## config.mk

```make
export PLATFORM = sky130hd
export DESIGN_NAME = fsm_ab_driver
export DESIGN_NICKNAME = d
export VERILOG_FILES = /design/src/rtl/fsm_ab_driver.sv
export SDC_FILE = /design/constraint.sdc
export NUM_CORES = 1
export LEC_CHECK = 0
export CAP_MARGIN = 10
export CORE_MARGIN = 2
export CORE_UTILIZATION = 58
export DETAILED_ROUTE_END_ITERATION = 7
export PLACE_DENSITY = 0.85
export SETUP_SLACK_MARGIN = 0.2
export SYNTH_ARGS = -nofsm -noshare
export SYNTH_HDL_FRONTEND = slang
export SYNTH_SLANG_ARGS = --single-unit
```

## constraint.sdc

```tcl
create_clock -name clk -period 3.15 [get_ports clk]
set_clock_uncertainty 0.1 [all_clocks]
set_input_delay 0.315 -clock clk [delete_from_list [all_inputs] [get_ports clk]]
set_output_delay 0.315 -clock clk [all_outputs]
set_load 0.05 [all_outputs]
```

## src/rtl/fsm_ab_driver.sv

```systemverilog
`default_nettype none
// ============================================================================
// Module   : fsm_ab_driver
// Purpose  : Command-driven a/b stimulus initiator with a shadow checker for
//            the two-input a/b control FSM.
// Revision : 1.0 - initial release
// ============================================================================
module fsm_ab_driver #(
  parameter int HOLD_W = 8
) (
  input  logic              clk,
  input  logic              reset,
  input  logic              i_start,
  input  logic [1:0]        i_cmd,
  input  logic [HOLD_W-1:0] i_len,
  output logic              o_ready,
  output logic              o_done,
  output logic              o_a,
  output logic              o_b,
  input  logic              i_y0,
  input  logic              i_y1,
  output logic [1:0]        o_state_exp,
  input  logic              i_clr_err,
  output logic              o_err,
  output logic [7:0]        o_err_cnt
);

  localparam logic [1:0] c_S0 = 2'b00;
  localparam logic [1:0] c_S1 = 2'b01;
  localparam logic [1:0] c_S2 = 2'b10;

  localparam logic [1:0] c_CMD_HOLD  = 2'd0;
  localparam logic [1:0] c_CMD_GOTO  = 2'd1;
  localparam logic [1:0] c_CMD_PULSE = 2'd2;

  localparam logic [HOLD_W-1:0] c_ONE = {{(HOLD_W-1){1'b0}}, 1'b1};

  typedef enum logic [2:0] {
    ST_IDLE = 3'd0,
    ST_HOME = 3'd1,
    ST_ACT  = 3'd2,
    ST_HOLD = 3'd3,
    ST_DONE = 3'd4
  } state_t;

  state_t            r_state;
  logic [1:0]        r_cmd;
  logic [HOLD_W-1:0] r_len;
  logic [HOLD_W-1:0] r_cnt;
  logic              r_homed;
  logic              r_a;
  logic              r_b;
  logic              r_ready;
  logic              r_done;
  logic [1:0]        r_shadow;
  logic              r_err;
  logic [7:0]        r_err_cnt;

  logic [1:0]        w_shadow_nxt;
  logic              w_y0_exp;
  logic              w_y1_exp;
  logic              w_mismatch;

  always_comb begin
    w_shadow_nxt = c_S0;
    case (r_shadow)
      c_S0:    w_shadow_nxt = r_a ? (r_b ? c_S2 : c_S1) : c_S0;
      c_S1:    w_shadow_nxt = r_a ? c_S0 : c_S1;
      default: w_shadow_nxt = c_S0;
    endcase
  end

  assign w_y1_exp   = (r_shadow != c_S2);
  assign w_y0_exp   = (r_shadow == c_S0) & r_a & r_b;
  assign w_mismatch = (i_y0 != w_y0_exp) | (i_y1 != w_y1_exp);

  always_ff @(posedge clk or posedge reset) begin
    if (reset) begin
      r_shadow  <= c_S0;
      r_err     <= 1'b0;
      r_err_cnt <= 8'd0;
    end else begin
      r_shadow <= w_shadow_nxt;
      if (i_clr_err) begin
        r_err     <= 1'b0;
        r_err_cnt <= 8'd0;
      end else if (w_mismatch) begin
        r_err <= 1'b1;
        if (r_err_cnt != 8'hFF) r_err_cnt <= r_err_cnt + 8'd1;
      end
    end
  end

  // a/b default to 0 every edge; each state only raises what it drives.
  always_ff @(posedge clk or posedge reset) begin
    if (reset) begin
      r_state <= ST_IDLE;
      r_cmd   <= 2'd0;
      r_len   <= '0;
      r_cnt   <= '0;
      r_homed <= 1'b0;
      r_a     <= 1'b0;
      r_b     <= 1'b0;
      r_ready <= 1'b1;
      r_done  <= 1'b0;
    end else begin
      r_a    <= 1'b0;
      r_b    <= 1'b0;
      r_done <= 1'b0;
      case (r_state)
        ST_IDLE, ST_DONE: begin
          r_ready <= 1'b1;
          r_state <= ST_IDLE;
          if (i_start) begin
            r_cmd   <= i_cmd;
            r_len   <= i_len;
            r_homed <= 1'b0;
            r_ready <= 1'b0;
            r_state <= ST_HOME;
          end
        end
        ST_HOME: begin
          if (!r_homed && (r_shadow == c_S1)) begin
            r_a     <= 1'b1;
            r_homed <= 1'b1;
          end else if (!r_homed && (r_shadow == c_S2)) begin
            r_homed <= 1'b1;
          end else begin
            case (r_cmd)
              c_CMD_GOTO: begin
                r_a     <= 1'b1;
                r_cnt   <= '0;
                r_state <= ST_ACT;
              end
              c_CMD_PULSE: begin
                r_a     <= 1'b1;
                r_b     <= 1'b1;
                r_cnt   <= c_ONE;
                r_state <= ST_ACT;
              end
              c_CMD_HOLD: begin
                if (r_len == '0) begin
                  r_done  <= 1'b1;
                  r_ready <= 1'b1;
                  r_state <= ST_DONE;
                end else begin
                  r_cnt   <= r_len - c_ONE;
                  r_state <= ST_HOLD;
                end
              end
              default: begin
                r_done  <= 1'b1;
                r_ready <= 1'b1;
                r_state <= ST_DONE;
              end
            endcase
          end
        end
        ST_ACT, ST_HOLD: begin
          // Trailing ACT step (PULSE_S2 cycle 2) and hold cycles both drive a=b=0.
          if (r_cnt == '0) begin
            r_done  <= 1'b1;
            r_ready <= 1'b1;
            r_state <= ST_DONE;
          end else begin
            r_cnt <= r_cnt - c_ONE;
          end
        end
        default: begin
          r_ready <= 1'b1;
          r_state <= ST_IDLE;
        end
      endcase
    end
  end

  assign o_ready     = r_ready;
  assign o_done      = r_done;
  assign o_a         = r_a;
  assign o_b         = r_b;
  assign o_state_exp = r_shadow;
  assign o_err       = r_err;
  assign o_err_cnt   = r_err_cnt;

endmodule
`default_nettype wire

```

==> impl_metrics.yaml, run 1 <==
outcome:
  status: "complete, no violations"
layout:
  finish.net_count: 272
  drive_gt1_share_pct: 10.4
  synthToLayoutAreaGrowth_pct: 18.1
  fill_cells: 268
  multi_input_area_mm2: 0.00108
  regArea_um2: 927
  fin_cells: 296
  n_antenna_cell: 0
yosys:
  ys_top_cells_by_count: "36 x dfrtp_1, 29 x nor2_1, 20 x o21ai_1, 16 x nand2_1, 12 x inv_1"
  avgSynthCellArea_um2: 9.66
  synthFlopType: "dfrtp_1"
  synth_top_cell_area_share_pct: 43.0
  ys_seq_area_share_pct: 44.2
  async_flop_share_pct: 100
  syn_area_mm2: 0.00210
  syn_inst: 217
  synth_cell_types: 44
  synth_fp_nets: 240
  ys_warn_count: 0
  synth_edf_count: 0
  synth_area_leaders: "dfrtp_1 43%, nor2_1 5.2%, o21ai_1 4.8%"
  yosysTopAreaCell: "dfrtp_1"
  synth.most_common_cell: "dfrtp_1"
  ys_ff_latch: 37
cts:
  cts_resized: 0
  htreeDepth: 2
  cts_sinks: 37
  tritoncts: "done"
  clockBufferDepth: 2
  insertion_delay_ns: 0.34
  clk_pin_slew_ns: 0.10
  clockRootBuffer: "clkbuf_4"
  post_cts_buffers: 0
  cts_inserted_buffers: 5
  ctsHoldBuffers: 0
run:
  maxCapViolations: 0
setup_path:
  end_kind: "flop"
  crit_family: "compound AO/OA/AOI/OAI gates"
  worstPathArrival_ns: 2.32
  crit_fanout: 20
  path_cells: "nand2b_1 -> a31oi_1 -> o22ai_4 -> o32a_1"
  startpoint_type: "flop"
  cp.required_ns: 3.28
  critPathBufInv: 0
  rr_startpoint: "r_state[2]"
  critical_path_class: "flop to flop"
  critical-path-max-stage-delay_ns: 0.53
  rr_worst_depth: 4
  worstSetupPathDepth: 4
  r2r_slack_ns: 0.96
  r2r-end: "r_cnt[2]"
  crit_slowest_cell: "a31oi_1"
  startpoint: "r_state[2]"
routing:
  wl_per_cell_um: 13.3
  vias_per_cell: 5.74
  postRouteAntennaNets: 0
  wl_mm: 3.94
  drt_iter0_drc: 101
  drtPass1Iterations: 5
  vias: 1699
  drc_errors: 0
floorplan:
  dieArea_mm2: 0.00411
  fp.coreArea_mm2: 0.00342
  die_w_um: 64.1
  ios: 31
  start_util_pct: 61.4
  rows: 21
  dieHeight_um: 64.1
timing:
  holdWs_ns: 0.276
  worstMarginPinSlew_ns: 0.662
  finalSetupViolCount: 0
  hold_viol: 0
  rsz0062_at_grt: "false"
  period_minus_slack_ns: 2.19
  fin_crit_sh_pct: 69.5
  setup-tns-final_ns: 0
  maxSlewHeadroom_pct: 55.9
  clock.fmax_mhz: 457
  finalMaxSlewViolations: 0
place:
  placed_cells: 288
  port_buffers: 30
  dpl.hpwl_mm: 2.89
  gp_congestion: 0.825
global_route:
  grt_first_pass_wirelength_mm: 7.07
  grt_pass1_vias: 1568
  grt-ovfl-total: 0
  grt_max_degree: 38
  grt_antenna_before_repair: 0
  grt_usage_pct: 22.2
power_and_ir_drop:
  peakVddDrop_mv: 0.664
  p_per_area_mw_per_mm2: 924
  finalPower_uw: 2290
  power_leakage_uw: 0.000995
worst_hold_path:
  hp-class: "input port to async pin"
==> through the flow <==
stage	util, %	setup WS (ns)	instance area [um^2]
floorplan	-	1.17	2100
global placement	71.1	1.10	2430
detailed placement	71.1	1.01	2430
CTS	72.5	0.989	2480
global route	72.5	0.877	2480
finish	72.5	0.961	2480
==> where the power goes <==
group          total [uW]  leakage, uW  switching (uW)  internal, uW
Clock                 233    0.0000265             144          88.9
Combinational        1230     0.000496             717           508
Sequential            831     0.000472             188           643
==> final cells by class <==
cell class | instances | area share, %
multi-input combinational | 161 | 43.7
clock buffer | 8 | 1.97
sequential | 37 | 37.4
timing repair buffer | 32 | 12.7
inverter | 12 | 1.82
tap | 46 | 2.32
==> worst min-delay path: cells and delay by family <==
family / cells / cell delay [ns]
buffers and inverters: 3 / 0.84
==> cell usage in the layout, fill, tap and decap left out, types with 4 or more instances in the layout <==
| master | count |
|---|---|
| dfrtp_1 | 36 |
| clkdlybuf4s50_1 | 30 |
| nor2_1 | 29 |
| o21ai_1 | 20 |
| nand2_1 | 16 |
| inv_1 | 12 |
| xnor2_1 | 11 |
| a21oi_1 | 9 |
| ha_1 | 7 |
| nor3_1 | 6 |
| mux2_2 | 6 |
| a31oi_1 | 5 |
| o21ai_0 | 5 |
| clkbuf_4 | 5 |
| nand3_1 | 4 |
==> sequential cells by signal (all words and copies together), names as in the netlist <==
signal	count
r_len	8
r_state	3
o_done	1
o_err_cnt	8
o_state_exp	2
o_a	1
r_cmd	2
o_b	1
r_cnt	8
o_ready	1
o_err	1
r_homed	1
==> worst max-delay path by stage <==
stage                     end  slack [ns]
6_report             r_cnt[2]        0.96
5_1_grt              r_cnt[2]        0.88
4_1_cts        o_state_exp[0]        0.99
3_5_place_dp         r_cnt[2]        1.01
3_3_place_gp     o_err_cnt[6]        1.10
2_1_floorplan    o_err_cnt[5]        1.17
==> metal layers <==
metal | wire [um] | GRT usage (%)
met1 | 1780 | 29.0
met2 | 1920 | 36.7
met5 | 0 | 0
met4 | 59 | 9.31
met3 | 178 | 3.70
==> kinds of logic (layout without fill, tap and decap cells) <==
logic type | count (synthesis) | in the layout | share of synthesized area [%]
compound gates | 54 | 54 | 17.1
xor+xnor | 14 | 14 | 5.85
fa+ha+maj | 7 | 7 | 4.18
buf+inv | 19 | 52 | 4.12
flops | 37 | 37 | 44.2
mux | 7 | 7 | 3.70
simple gates | 79 | 79 | 20.9
No activity file was read; power rests on OpenSTA's default activity.
==> run 2, diff against run 1 <==
CORE_UTILIZATION = 49   (was 58)
PLACE_DENSITY = 0.76   (was 0.85)
clock period = 2 ns   (was 3.15 ns; I/O delays follow)
==> run 2 against run 1 <==
Against the previous run:
- critical endpoint is now r_cnt[3]
- largest power group unchanged
- sequential share of layout area shrank 3.5 points
- design area increased by 11%
- critical path type unchanged
- sequential power up 58%
==> impl_metrics.yaml, run 2 (synthesis gave the netlist of run 1 again) <==
timing:
  worstMarginPinSlew_ns: 0.509
  fin_crit_sh_pct: 88.8
  finalWorstSetupSlack_ns: 0.224
  finalMaxSlewViolations: 0
  rsz0062_at_grt: "true"
  clock.fmax_mhz: 563
  maxSlewHeadroom_pct: 66.0
  setup-tns-final_ns: 0
  hold_viol: 0
  period_minus_slack_ns: 1.78
  finalSetupViolCount: 0
  holdWs_ns: 0.222
routing:
  routed-wl-met2_mm: 2.06
  wl_met1_mm: 2.03
  drt_iter0_drc: 118
  postRouteAntennaNets: 0
  routed.top_layer: "met4"
  drc_errors: 0
  dr_wl_met3_um: 178
  drtPass1Iterations: 4
  wl_mm: 4.35
  vias: 1731
  vias_per_cell: 5.39
  wl_per_cell_um: 13.6
power_and_ir_drop:
  pwr-share-seq_pct: 31.4
  power_leakage_uw: 0.00119
  finalPower_uw: 4160
  p_per_area_mw_per_mm2: 1510
  switching_share_pct: 42.7
  switchingPower_uw: 1780
  pwr-share-comb_pct: 55.1
  peakVddDrop_mv: 0.946
  internal_power_uw: 2390
  clockPowerShare_pct: 13.6
cts:
  clockRootBuffer: "clkbuf_8"
  cts_inserted_buffers: 5
  ctsHoldBuffers: 0
  insertion_delay_ns: 0.28
  clk_pin_slew_ns: 0.07
  tritoncts: "done"
  htreeDepth: 2
  clockBufferDepth: 2
  cts_sinks: 37
floorplan:
  rows: 23
  ios: 31
  dieHeight_um: 69.4
  start_util_pct: 51.7
  fp.coreArea_mm2: 0.00406
  dieArea_mm2: 0.00482
  die_w_um: 69.4
outcome:
  status: "complete, no violations"
setup_path:
  rr_startpoint: "r_cnt[5]"
  rr_worst_depth: 5
  end_kind: "flop"
  worstPathArrival_ns: 1.85
  r2r-end: "r_cnt[3]"
  r2r_slack_ns: 0.22
  critical_path_class: "flop to flop"
  cp.required_ns: 2.07
  startpoint_type: "flop"
  crit_fanout: 8
place:
  port_buffers: 30
  dp_slack_ns: -0.0163
  gp_congestion: 0.791
  dpl.hpwl_mm: 2.99
layout:
  synthToLayoutAreaGrowth_pct: 31.6
  final_common_cell: "dfrtp_1"
  mostFrequentLayoutCells: "30 x dfrtp_1, 29 x nor2_1, 21 x buf_4"
  fill_cells: 319
  drive_gt1_share_pct: 23.6
  n_antenna_cell: 0
  finish.net_count: 293
global_route:
  grt-ovfl-total: 0
  grt_antenna_before_repair: 0
  grt_max_degree: 38
  grt_pass1_vias: 1566
  grt_usage_pct: 18.3
  grt_first_pass_wirelength_mm: 7.18
worst_hold_path:
  hp-class: "input port to async pin"
run:
  maxCapViolations: 0
-- run 2: cell count changes in the layout (fill, tap and decap cells not counted), sizes merged --
| cell | before | now |
|---|---|---|
| clkinv | 0 | 1 |
| clkdlybuf4s50 | 30 | 18 |
| dlygate4sd2 | 0 | 11 |
| dlymetal6s2s | 0 | 1 |
| buf | 2 | 23 |
| clkbuf | 8 | 7 |
-- run 2: how the worst max path moves through the flow --
stage | cells past startpoint | slack, ns | from | to
after floorplan | 6 | 0.14 | o_state_exp[0] | o_err_cnt[4]
after global placement | 6 | 0.05 | i_y0 | o_err_cnt[6]
after detailed placement | 7 | -0.02 | i_y0 | o_err_cnt[0]
after CTS | 1 | 0.20 | o_err_cnt[0] | o_err_cnt[0]
after global routing | 6 | 0.14 | r_cnt[5] | r_cnt[4]
final | 5 | 0.22 | r_cnt[5] | r_cnt[3]
-- run 2: cell type report --
class	count	area, um^2	area share [%]
clock buffers	7	96.3	3.49
clock inverters	1	5.00	0.181
inverters	12	45.0	1.63
multi-input cells	161	1150	41.8
flip-flops and latches	37	935	33.9
well taps	50	62.6	2.27
repair buffers	53	463	16.8
-- run 2: power by group through the flow --
stage	registers, uW	clock network [uW]	logic, uW
after detailed placement	1320	0	2020
after floorplan	1430	0	1420
after global routing	1340	624	2520
after global placement	1310	0	1990
final	1310	565	2290
after CTS	1310	581	2080
-- run 2: metal layers --
layer | vias to the layer above | global-route usage, %
met2 | 48 | 28.3
met1 | 802 | 24.7
met4 | 0 | 8.06
met5 | - | 0
met3 | 7 | 4.07
li1 | 874 | -
-- run 2: stage by stage --
stage	area (um^2)	util, %	cells
global placement	2530	62.3	300
global route	2760	68.0	321
CTS	2650	65.2	310
detailed placement	2530	62.3	300
floorplan	2130	-	217
finish	2760	68.0	321
-- run 2: critical path, stage by stage, from the launching register on --
cell     delay, ns
dfrtp_1       0.42
nor4_4        0.39
a31oi_4       0.16
o22ai_4       0.29
buf_2         0.22
o21ai_1       0.08
-- run 2: what timing repair did --
item / 4_1_cts / 5_1_grt
endpoints found under the setup margin: 18 / 15
resized for setup: 14 / 6
cloned: 0 / 1
pin swaps: 2 / 9
buffers inserted: 2 / 10
